==> src/rtl/btc_pkg.sv <==
// Shared constants, feeder state encoding and byte-order helpers for the
// double-SHA-256 nonce feeder.
package btc_pkg;

  localparam logic [255:0] SHA256_IV =
    256'h6a09e667_bb67ae85_3c6ef372_a54ff53a_510e527f_9b05688c_1f83d9ab_5be0cd19;

  localparam logic [31:0] PAD_START  = 32'h8000_0000;
  localparam logic [31:0] PAD_LEN_P1 = 32'h0000_0280;
  localparam logic [31:0] PAD_LEN_P2 = 32'h0000_0100;

  typedef enum logic [2:0] {
    IDLE,
    P1_START,
    P1_WAIT,
    P2_START,
    P2_WAIT,
    CHECK,
    FINISH
  } feeder_state_e;

  function automatic logic [31:0] bswap32(input logic [31:0] x);
    return {x[7:0], x[15:8], x[23:16], x[31:24]};
  endfunction

  // Digest bytes come out big-endian per word; the target is compared little-endian.
  function automatic logic [255:0] byte_rev256(input logic [255:0] x);
    logic [255:0] r;
    r = '0;
    for (int i = 0; i < 32; i++) begin
      r[8*i +: 8] = x[255-8*i -: 8];
    end
    return r;
  endfunction

endpackage

==> src/rtl/btc_nonce_feeder_if.sv <==
// Word-streaming link between the nonce feeder (master) and the
// sha256_stream hashing core (slave).
interface btc_nonce_feeder_if;

  logic         core_start;
  logic [255:0] core_state_in;
  logic [255:0] core_state_out;
  logic         core_done;
  logic [3:0]   core_addr;
  logic         core_rq;
  logic         core_rdy;
  logic [31:0]  core_data;

  modport master (
    output core_start, core_state_in, core_rdy, core_data,
    input  core_state_out, core_done, core_addr, core_rq
  );

  modport slave (
    input  core_start, core_state_in, core_rdy, core_data,
    output core_state_out, core_done, core_addr, core_rq
  );

endinterface

==> src/rtl/btc_word_server.sv <==
// Serves padded message words to the hashing core: pass 1 is the header
// tail plus nonce, pass 2 is the first digest; one word per two cycles.
module btc_word_server
  import btc_pkg::*;
(
  input  logic         clk,
  input  logic         rst_n,
  input  logic         pass2_i,
  input  logic [95:0]  tail_i,
  input  logic [31:0]  nonce_i,
  input  logic [255:0] digest1_i,
  input  logic [3:0]   addr_i,
  input  logic         rq_i,
  output logic         rdy_o,
  output logic [31:0]  data_o
);

  logic        rdy_q;
  logic [31:0] data_q;
  logic [31:0] word_d;

  always_comb begin
    word_d = 32'h0;
    if (pass2_i) begin
      if (!addr_i[3]) begin
        word_d = digest1_i[{~addr_i[2:0], 5'd0} +: 32];
      end else if (addr_i == 4'd8) begin
        word_d = PAD_START;
      end else if (addr_i == 4'd15) begin
        word_d = PAD_LEN_P2;
      end
    end else begin
      case (addr_i)
        4'd0:    word_d = tail_i[95:64];
        4'd1:    word_d = tail_i[63:32];
        4'd2:    word_d = tail_i[31:0];
        4'd3:    word_d = bswap32(nonce_i);
        4'd4:    word_d = PAD_START;
        4'd15:   word_d = PAD_LEN_P1;
        default: word_d = 32'h0;
      endcase
    end
  end

  // rdy drops for one cycle after every word so the core sees each strobe exactly once.
  always_ff @(posedge clk or negedge rst_n) begin
    if (!rst_n) begin
      rdy_q  <= 1'b0;
      data_q <= 32'h0;
    end else if (rq_i && !rdy_q) begin
      rdy_q  <= 1'b1;
      data_q <= word_d;
    end else begin
      rdy_q  <= 1'b0;
    end
  end

  assign rdy_o  = rdy_q;
  assign data_o = data_q;

endmodule

==> src/rtl/btc_nonce_feeder.sv <==
// Double-SHA-256 nonce search sequencer driving an external sha256_stream core.
// Define BTC_FEEDER_STATS_EN to add the hash_count_o / last_nonce_o statistics outputs.
module btc_nonce_feeder
  import btc_pkg::*;
(
  input  logic         clk,
  input  logic         rst_n,
  input  logic         go_i,
  input  logic         abort_i,
  input  logic [255:0] midstate_i,
  input  logic [95:0]  tail_i,
  input  logic [31:0]  nonce_start_i,
  input  logic [31:0]  nonce_end_i,
  input  logic [255:0] target_i,
  output logic         busy_o,
  output logic         found_o,
  output logic         exhausted_o,
  output logic [31:0]  found_nonce_o,
  output logic [255:0] hash_out_o,
`ifdef BTC_FEEDER_STATS_EN
  output logic [31:0]  hash_count_o,
  output logic [31:0]  last_nonce_o,
`endif
  btc_nonce_feeder_if.master core_if
);

  feeder_state_e state_q;
  logic [255:0]  midstate_q;
  logic [95:0]   tail_q;
  logic [31:0]   nonce_end_q;
  logic [255:0]  target_q;
  logic [31:0]   nonce_q;
  logic [255:0]  digest1_q;
  logic [255:0]  digest2_q;
  logic          abort_pend_q;
  logic          busy_q;
  logic          found_q;
  logic          exhausted_q;
  logic [31:0]   found_nonce_q;
  logic [255:0]  hash_out_q;
  logic          core_start_q;
`ifdef BTC_FEEDER_STATS_EN
  logic [31:0]   hash_count_q;
  logic [31:0]   last_nonce_q;
`endif

  logic          pass2;
  logic [255:0]  hval;
  logic          hit;
  logic          stop_now;

  assign pass2    = (state_q == P2_START) || (state_q == P2_WAIT);
  assign hval     = byte_rev256(digest2_q);
  assign hit      = (hval <= target_q);
  assign stop_now = (nonce_q == nonce_end_q) || abort_pend_q || abort_i;

  // The core cannot be interrupted, so abort only takes effect at the CHECK of the current nonce.
  always_ff @(posedge clk or negedge rst_n) begin
    if (!rst_n) begin
      state_q       <= IDLE;
      midstate_q    <= '0;
      tail_q        <= '0;
      nonce_end_q   <= '0;
      target_q      <= '0;
      nonce_q       <= '0;
      digest1_q     <= '0;
      digest2_q     <= '0;
      abort_pend_q  <= 1'b0;
      busy_q        <= 1'b0;
      found_q       <= 1'b0;
      exhausted_q   <= 1'b0;
      found_nonce_q <= '0;
      hash_out_q    <= '0;
      core_start_q  <= 1'b0;
`ifdef BTC_FEEDER_STATS_EN
      hash_count_q  <= '0;
      last_nonce_q  <= '0;
`endif
    end else begin
      core_start_q <= 1'b0;
      if (state_q != IDLE && abort_i) begin
        abort_pend_q <= 1'b1;
      end
      case (state_q)
        IDLE: begin
          if (go_i) begin
            midstate_q   <= midstate_i;
            tail_q       <= tail_i;
            nonce_end_q  <= nonce_end_i;
            target_q     <= target_i;
            nonce_q      <= nonce_start_i;
            found_q      <= 1'b0;
            exhausted_q  <= 1'b0;
            busy_q       <= 1'b1;
            abort_pend_q <= 1'b0;
            core_start_q <= 1'b1;
            state_q      <= P1_START;
`ifdef BTC_FEEDER_STATS_EN
            hash_count_q <= '0;
`endif
          end
        end
        P1_START: state_q <= P1_WAIT;
        P1_WAIT: begin
          if (core_if.core_done) begin
            digest1_q    <= core_if.core_state_out;
            core_start_q <= 1'b1;
            state_q      <= P2_START;
          end
        end
        P2_START: state_q <= P2_WAIT;
        P2_WAIT: begin
          if (core_if.core_done) begin
            digest2_q <= core_if.core_state_out;
            state_q   <= CHECK;
          end
        end
        CHECK: begin
`ifdef BTC_FEEDER_STATS_EN
          if (hash_count_q != 32'hFFFF_FFFF) begin
            hash_count_q <= hash_count_q + 32'd1;
          end
          last_nonce_q <= nonce_q;
`endif
          if (hit) begin
            found_q       <= 1'b1;
            found_nonce_q <= nonce_q;
            hash_out_q    <= digest2_q;
            abort_pend_q  <= 1'b0;
            state_q       <= FINISH;
          end else if (stop_now) begin
            exhausted_q  <= 1'b1;
            abort_pend_q <= 1'b0;
            state_q      <= FINISH;
          end else begin
            nonce_q      <= nonce_q + 32'd1;
            core_start_q <= 1'b1;
            state_q      <= P1_START;
          end
        end
        FINISH: begin
          busy_q       <= 1'b0;
          abort_pend_q <= 1'b0;
          state_q      <= IDLE;
        end
        default: state_q <= IDLE;
      endcase
    end
  end

  btc_word_server u_word_server (
    .clk       (clk),
    .rst_n     (rst_n),
    .pass2_i   (pass2),
    .tail_i    (tail_q),
    .nonce_i   (nonce_q),
    .digest1_i (digest1_q),
    .addr_i    (core_if.core_addr),
    .rq_i      (core_if.core_rq),
    .rdy_o     (core_if.core_rdy),
    .data_o    (core_if.core_data)
  );

  assign core_if.core_start    = core_start_q;
  assign core_if.core_state_in = pass2 ? SHA256_IV : midstate_q;

  assign busy_o        = busy_q;
  assign found_o       = found_q;
  assign exhausted_o   = exhausted_q;
  assign found_nonce_o = found_nonce_q;
  assign hash_out_o    = hash_out_q;
`ifdef BTC_FEEDER_STATS_EN
  assign hash_count_o  = hash_count_q;
  assign last_nonce_o  = last_nonce_q;
`endif

endmodule
==> src/flat_wrapper.sv <==
// flat-port wrapper written by rule: the top's interface ports become plain ports
module btc_nonce_feeder_flat import btc_pkg::*;
  (clk, rst_n, go_i, abort_i, midstate_i, tail_i, nonce_start_i, nonce_end_i, target_i, busy_o, found_o, exhausted_o, found_nonce_o, hash_out_o, core_if_core_start, core_if_core_state_in, core_if_core_rdy, core_if_core_data, core_if_core_state_out, core_if_core_done, core_if_core_addr, core_if_core_rq);
  btc_nonce_feeder_if core_if_i ();
  input  logic clk;
  input  logic rst_n;
  input  logic go_i;
  input  logic abort_i;
  input  logic [255:0] midstate_i;
  input  logic [95:0] tail_i;
  input  logic [31:0] nonce_start_i;
  input  logic [31:0] nonce_end_i;
  input  logic [255:0] target_i;
  output logic busy_o;
  output logic found_o;
  output logic exhausted_o;
  output logic [31:0] found_nonce_o;
  output logic [255:0] hash_out_o;
  output wire logic [$bits(core_if_i.core_start)-1:0] core_if_core_start;
  output wire logic [$bits(core_if_i.core_state_in)-1:0] core_if_core_state_in;
  output wire logic [$bits(core_if_i.core_rdy)-1:0] core_if_core_rdy;
  output wire logic [$bits(core_if_i.core_data)-1:0] core_if_core_data;
  input wire logic [$bits(core_if_i.core_state_out)-1:0] core_if_core_state_out;
  input wire logic [$bits(core_if_i.core_done)-1:0] core_if_core_done;
  input wire logic [$bits(core_if_i.core_addr)-1:0] core_if_core_addr;
  input wire logic [$bits(core_if_i.core_rq)-1:0] core_if_core_rq;
  assign core_if_core_start = core_if_i.core_start;
  assign core_if_core_state_in = core_if_i.core_state_in;
  assign core_if_core_rdy = core_if_i.core_rdy;
  assign core_if_core_data = core_if_i.core_data;
  assign core_if_i.core_state_out = core_if_core_state_out;
  assign core_if_i.core_done = core_if_core_done;
  assign core_if_i.core_addr = core_if_core_addr;
  assign core_if_i.core_rq = core_if_core_rq;
  btc_nonce_feeder u_core (.clk(clk), .rst_n(rst_n), .go_i(go_i), .abort_i(abort_i), .midstate_i(midstate_i), .tail_i(tail_i), .nonce_start_i(nonce_start_i), .nonce_end_i(nonce_end_i), .target_i(target_i), .busy_o(busy_o), .found_o(found_o), .exhausted_o(exhausted_o), .found_nonce_o(found_nonce_o), .hash_out_o(hash_out_o), .core_if(core_if_i));
endmodule
==> config.mk <==
export PLATFORM = sky130hd
export DESIGN_NAME = btc_nonce_feeder_flat
export DESIGN_NICKNAME = d
export VERILOG_FILES = /design/src/rtl/btc_pkg.sv /design/src/rtl/btc_nonce_feeder_if.sv /design/src/rtl/btc_word_server.sv /design/src/rtl/btc_nonce_feeder.sv /design/src/flat_wrapper.sv
export SDC_FILE = /design/constraint.sdc
export NUM_CORES = 2
export LEC_CHECK = 0
export BUFFER_PORTS_ARGS = -buffer_cell sky130_fd_sc_hd__buf_2
export CORE_AREA = 5 5 597 599
export CTS_BUF_LIST = sky130_fd_sc_hd__clkbuf_8
export CTS_CLUSTER_DIAMETER = 80
export DETAILED_ROUTE_END_ITERATION = 7
export DIE_AREA = 0 0 602 604
export PLACE_DENSITY_LB_ADDON = 0.3
export SYNTH_ARGS = -nofsm -noshare
export SYNTH_HDL_FRONTEND = slang
export SYNTH_SLANG_ARGS = --single-unit
==> constraint.sdc <==
create_clock -name clk -period 4.3 [get_ports clk]
set_input_delay 0.43 -clock clk [delete_from_list [all_inputs] [get_ports clk]]
set_output_delay 0.43 -clock clk [all_outputs]
set_load 0.1 [all_outputs]
### After elaboration in Yosys (flattened, before gate mapping)

Index checks and enable logic that the tools add are counted.

* bits of input ports: 938
* flip-flop bits (word level): 1513

* shifts and indexed selects: 1
* reduce and logical (&&, ||, !) cells: 20
* $lt $le $gt $ge: 1
* bitwise logic cells: 1
* equal/unequal tests: 20
* add/subtract/negate cells: 1
* multiplexer cells: 35

Operator list (count)
* $le A256 B256 Y1: 1
* $mux W256: 1
* $shiftx A256 B9 Y32: 1
* $mux W32: 6
* $pmux W32 S6: 1
* $pmux W32 S2: 1
* $add A32 B1 Y32 const B: 1
* $eq A32 B32 Y1: 1
* $pmux W3 S6: 1
* $mux W3: 5
* $mux W1: 14
* $ne A2 B2 Y1 const B: 5
* $reduce_and A2 Y1: 5
* $eq A3 B3 Y1 const B: 3
* $mux W9: 1
* $eq A4 B2 Y1 const B: 2
* $eq A4 B4 Y1 const B: 2
* $reduce_and A4 Y1: 2
* $eq A3 B2 Y1 const B: 2
* $pmux W1 S2: 3
* $pmux W1 S3: 2
* $reduce_and A3 Y1: 2
* $eq A4 B1 Y1 const B: 1
* $eq A4 B3 Y1 const B: 1
* 10 further kinds: 15

### Logic depth before layout (Yosys ltp)

* word-level depth: 6
* depth in mapped cells: 15
* depth with buffers taken out: 11

### By module

A second synthesis with hierarchy kept.

* cells, all modules: 6046
* area total of the unflattened synthesis: 68807.2 µm²

By module, submodules not included
* btc_nonce_feeder: times used 1, seq. area each 37035.5 µm², area each 64742.1 µm², cells each 5709
* btc_word_server: times used 1, seq. area each 825.8 µm², area each 4065.1 µm², cells each 337

### Least setup slack after synthesis

No wires, ideal clock.

* path type: register to register
* start: reg u_core.digest2_q[46]
* end: reg u_core.hash_out_q[100], in the netlist u_core.hash_out_o[100]
* arrival time: 3.338 ns
* path buffers: 4
* required time: 4.174 ns
* stages on the path, launching flop included: 15
* setup slack: 0.836 ns
* clock period less this slack: 3.464 ns
* cell sequence: dfrtp_1 > ha_1 > a21oi_2 > nand2_1 > a221oi_2 > o211ai_1 > or4b_1 > a221oi_2 > or3b_1 > buf_4 > a21oi_4 > buf_6 > buf_12 > buf_12 > mux2_4

* word-level cells in the longest chain between the ends: 2

RTL lines
* from (decl): RTL line btc_nonce_feeder.sv:34 `logic [255:0] digest2_q;`
* from (signal assigned): RTL line btc_nonce_feeder.sv:114 `digest2_q <= core_if.core_state_out;`
* $le A256 B256 Y1: RTL line btc_nonce_feeder.sv:54 `assign hit = (hval <= target_q);`
* $reduce_and A2 Y1 (no source line)
* to (signal assigned): RTL line btc_nonce_feeder.sv:128 `hash_out_q <= digest2_q;`
* to (decl): RTL line btc_nonce_feeder.sv:40 `logic [255:0] hash_out_q;`

Every way passes these cells.
A chain may end at the register's enable or synchronous reset.

### Worst setup path in the final report

* start: reg u_core.digest2_q[3]
* end: reg u_core.hash_out_q[192], in the netlist u_core.hash_out_o[192]

Same word-level chain as after synthesis.

==> out/metrics.cfg <==
[outcome]
status=finished, violations left
violations=setup timing

[floorplanning]
dieWidth_um=602
initial_core_util=0.1969
row_count=218
num_io_pins=1519
coreArea_sq_mm=0.3508
fp.dieArea_sq_mm=0.3636
die_h_um=604

[clock_tree]
cts_tree=built
htreeDepth=5
cts.reportedPaths.clkPinSlew_ns=0.06
root_buffer=clkbuf_8
cts_buffers=304
clk_latency_ns=1.03
clock-sinks=1513
clock_path_buffers=4

[global_route]
gr-total-overflow=0
grt.total_usage=0.2145
antenna_found_initial=177
grt_start_max_net_pins=107
first_global_vias=62710
grt_pass1_wl_um=544100

[layout]
drive_gt1_frac=0.3493
nNetsFinal=10090
final_cell_area_sq_mm=0.1009
seq_area_sq_mm=0.03786
fin_util=0.2877
fillers=36830
multi_input_area_sq_mm=0.02900
layout.cells.non_filler=13820
area_delta_synth_final_pct=46.14

[setup_path]
r2r_setup_slack_ns=-0.13
r2r-start=u_core.digest2_q[3]
cp-start-kind=flip-flop
cp.required_ns=5.13
path_depth=17
cp_slowest_cell=or4b_4
worstPathCellList=ha_1 > nand4_1 > buf_4 > nor2_1 > a221oi_2 > buf_4 > o211ai_1 > or4b_4 > a221oi_4 > buf_12 > or3b_1 > a21oi_4 > buf_6 > buf_16 > buf_12 > buf_16 > mux2_4
crit_fanout=10
worst-r2r-cell-count=17
rr_endpoint=u_core.hash_out_o[192]
critPathCaptureType=flip-flop
crit_buf_inv=7
crit_family=simple AND/OR/NAND/NOR gates
critical_path.max_stage_delay_ns=0.58
cp.arrival_ns=5.26
worst-setup-path-type=flip-flop to flip-flop

[drt]
wl_um=406400
vias_per_cell=4.360
drt_iter0_markers=4606
via_count=60250
antenna_left=0
drt-wirelength-per-cell_um=29.41
first_pass_iters=7
drc=0

[hold_path]
min_from=core_if_core_rq
min_to=u_core.u_word_server.rdy_o
hold_depth=3
hold_class=primary input to flip-flop

[placement]
pre_cts_slack_ns=-0.8734
gp_congestion=0.9355
dp.cells=12170
dpl_cell_area_sq_mm=0.08338
portBuffers=1518
dp_hpwl_um=325000

[yosys]
synth-edff-count=0
ys_types=68
async_flop_share=1.000
syn_inst=6158
yosys.area.top_type=dfrtp_1
synth.avg_cell_area_sq_um=11.22
synth_seq_area_share=0.5482
synthTopCellsByArea=dfrtp_1 55%, mux2_2 10%, nand2_1 8.6%, ha_1 4.7%, mux2_4 4.3%
synth-seq-cells=1513
synth_warnings=0
ys.flop_type=dfrtp_1
synth_top_cell_area_share=0.5482
syn-cell-area_sq_mm=0.06906
synth_nets=7353

[sta]
min_period_ns=4.429
setup_tns_ns=-15.36
hold_viol=0
whs_ns=0.1031
finClkSkew_ns=0.1025
period_share=1.030
slew_headroom=0.2466
rsz0062_at_grt=true
worst_slew_pin_slew_ns=1.127
max_freq_mhz=225.8
finalSetupViolCount=223
slew_violations=0
post-route-worst-setup-slack_ns=-0.1293

[power]
power.total_mw=95.00
p_per_area_mw_per_mm2=941.2
power.leakage_nw=48.31
ir_drop_uv=752.0

[job]
drv_cap=0

cell usage after synthesis (64+ instances only):
cell	number
ha_1	257
and2_1	122
nand2b_1	148
a21oi_1	129
dfrtp_1	1513
mux2_4	200
clkbuf_1	301
nand4_1	73
mux4_2	64
a22oi_1	94
nand2_1	1584
o21ai_0	344
mux2_2	621
inv_1	263
per-layer routing:
layer / vias up / part of all wire / global-route usage
li1: 26480 / - / -
met1: 30770 / 0.42 / 0.2759
met2: 2268 / 0.48 / 0.3591
met3: 682 / 0.054 / 0.03903
met4: 48 / 0.041 / 0.07819
met5: - / 0.00070 / 0
state kept, by name (all words and copies together) (netlist names), 96 cells and up:
signal	cells
u_core.digest2_q	256
u_core.tail_q	96
u_core.target_q	256
u_core.hash_out_o	256
u_core.digest1_q	256
u_core.midstate_q	256
where the power goes:
part           switching [mW]  leakage (nW)  internal, mW
registers                5.45          18.7          21.1
clock network            7.22          3.50          8.40
logic                    38.9          26.1          14.0
total                    51.5          48.3          43.5
area by class of cell:
type / count / share of cell area
diodes: 82 / 0.002033
clock inverters: 157 / 0.01059
flip-flops and latches: 1513 / 0.3751
repair buffers: 2784 / 0.2071
well taps: 4620 / 0.05727
multi-input cells: 4027 / 0.2873
clock buffers: 372 / 0.05073
inverters: 263 / 0.009781
layout by cell type, fill, tap and decap left out, drive strengths merged, types with 57 or more instances in the layout:
cell,synthesis,final
a21oi,131,131
clkbuf,301,376
mux4,64,64
dlygate4sd3,0,981
dfrtp,1513,1513
a22oi,94,94
nand2b,148,148
mux2,830,830
nor2,57,57
buf,54,1799
ha,257,257
nand2,1584,1584
nand4,74,74
diode,0,82
inv,263,359
and2,122,122
o21ai,346,346
what timing repair did:
item / 4_1_cts / 5_1_grt
cloned: 7 / 5
resized for setup: 89 / 48
pin swaps: 17 / 11
endpoints found under the setup margin: 330 / 319
hold buffers: 981 / 0
endpoints found under the hold margin: 1321 / 0
buffers inserted: 37 / 9
worst register-to-register path, cell delays in order, from the launching register on:
cell      delay, ns
dfrtp_1        0.39
ha_1           0.34
nand4_1        0.20
buf_4          0.15
nor2_1         0.04
a221oi_2       0.36
buf_4          0.18
o211ai_1       0.08
or4b_4         0.58
a221oi_4       0.25
buf_12         0.17
or3b_1         0.43
a21oi_4        0.19
buf_6          0.14
buf_16         0.17
buf_12         0.21
buf_16         0.14
mux2_4         0.32
logic make-up (layout without fill, tap and decap cells):
group,Yosys count,count (layout),synth area share
compound gates,711,711,0.06107
xor+xnor,33,33,0.004185
fa+ha+maj,257,257,0.04656
buf+inv,618,3576,0.03955
flops,1513,1513,0.5482
mux,897,897,0.1675
other cells,0,82,0
simple gates,2129,2129,0.1329
worst max path at each step:
stage | startpoint | endpoint | slack [ns]
4_1_cts | u_core.digest2_q[106] | u_core.hash_out_o[62] | -0.23
2_1_floorplan | u_core.digest2_q[46] | u_core.hash_out_o[100] | 0.84
3_5_place_dp | u_core.digest2_q[13] | u_core.hash_out_o[42] | -0.87
3_3_place_gp | u_core.digest2_q[13] | u_core.hash_out_o[45] | -0.98
6_report | u_core.digest2_q[3] | u_core.hash_out_o[192] | -0.13
5_1_grt | u_core.digest2_q[109] | u_core.found_nonce_o[19] | -0.32
(Power assumes the default switching activity.)
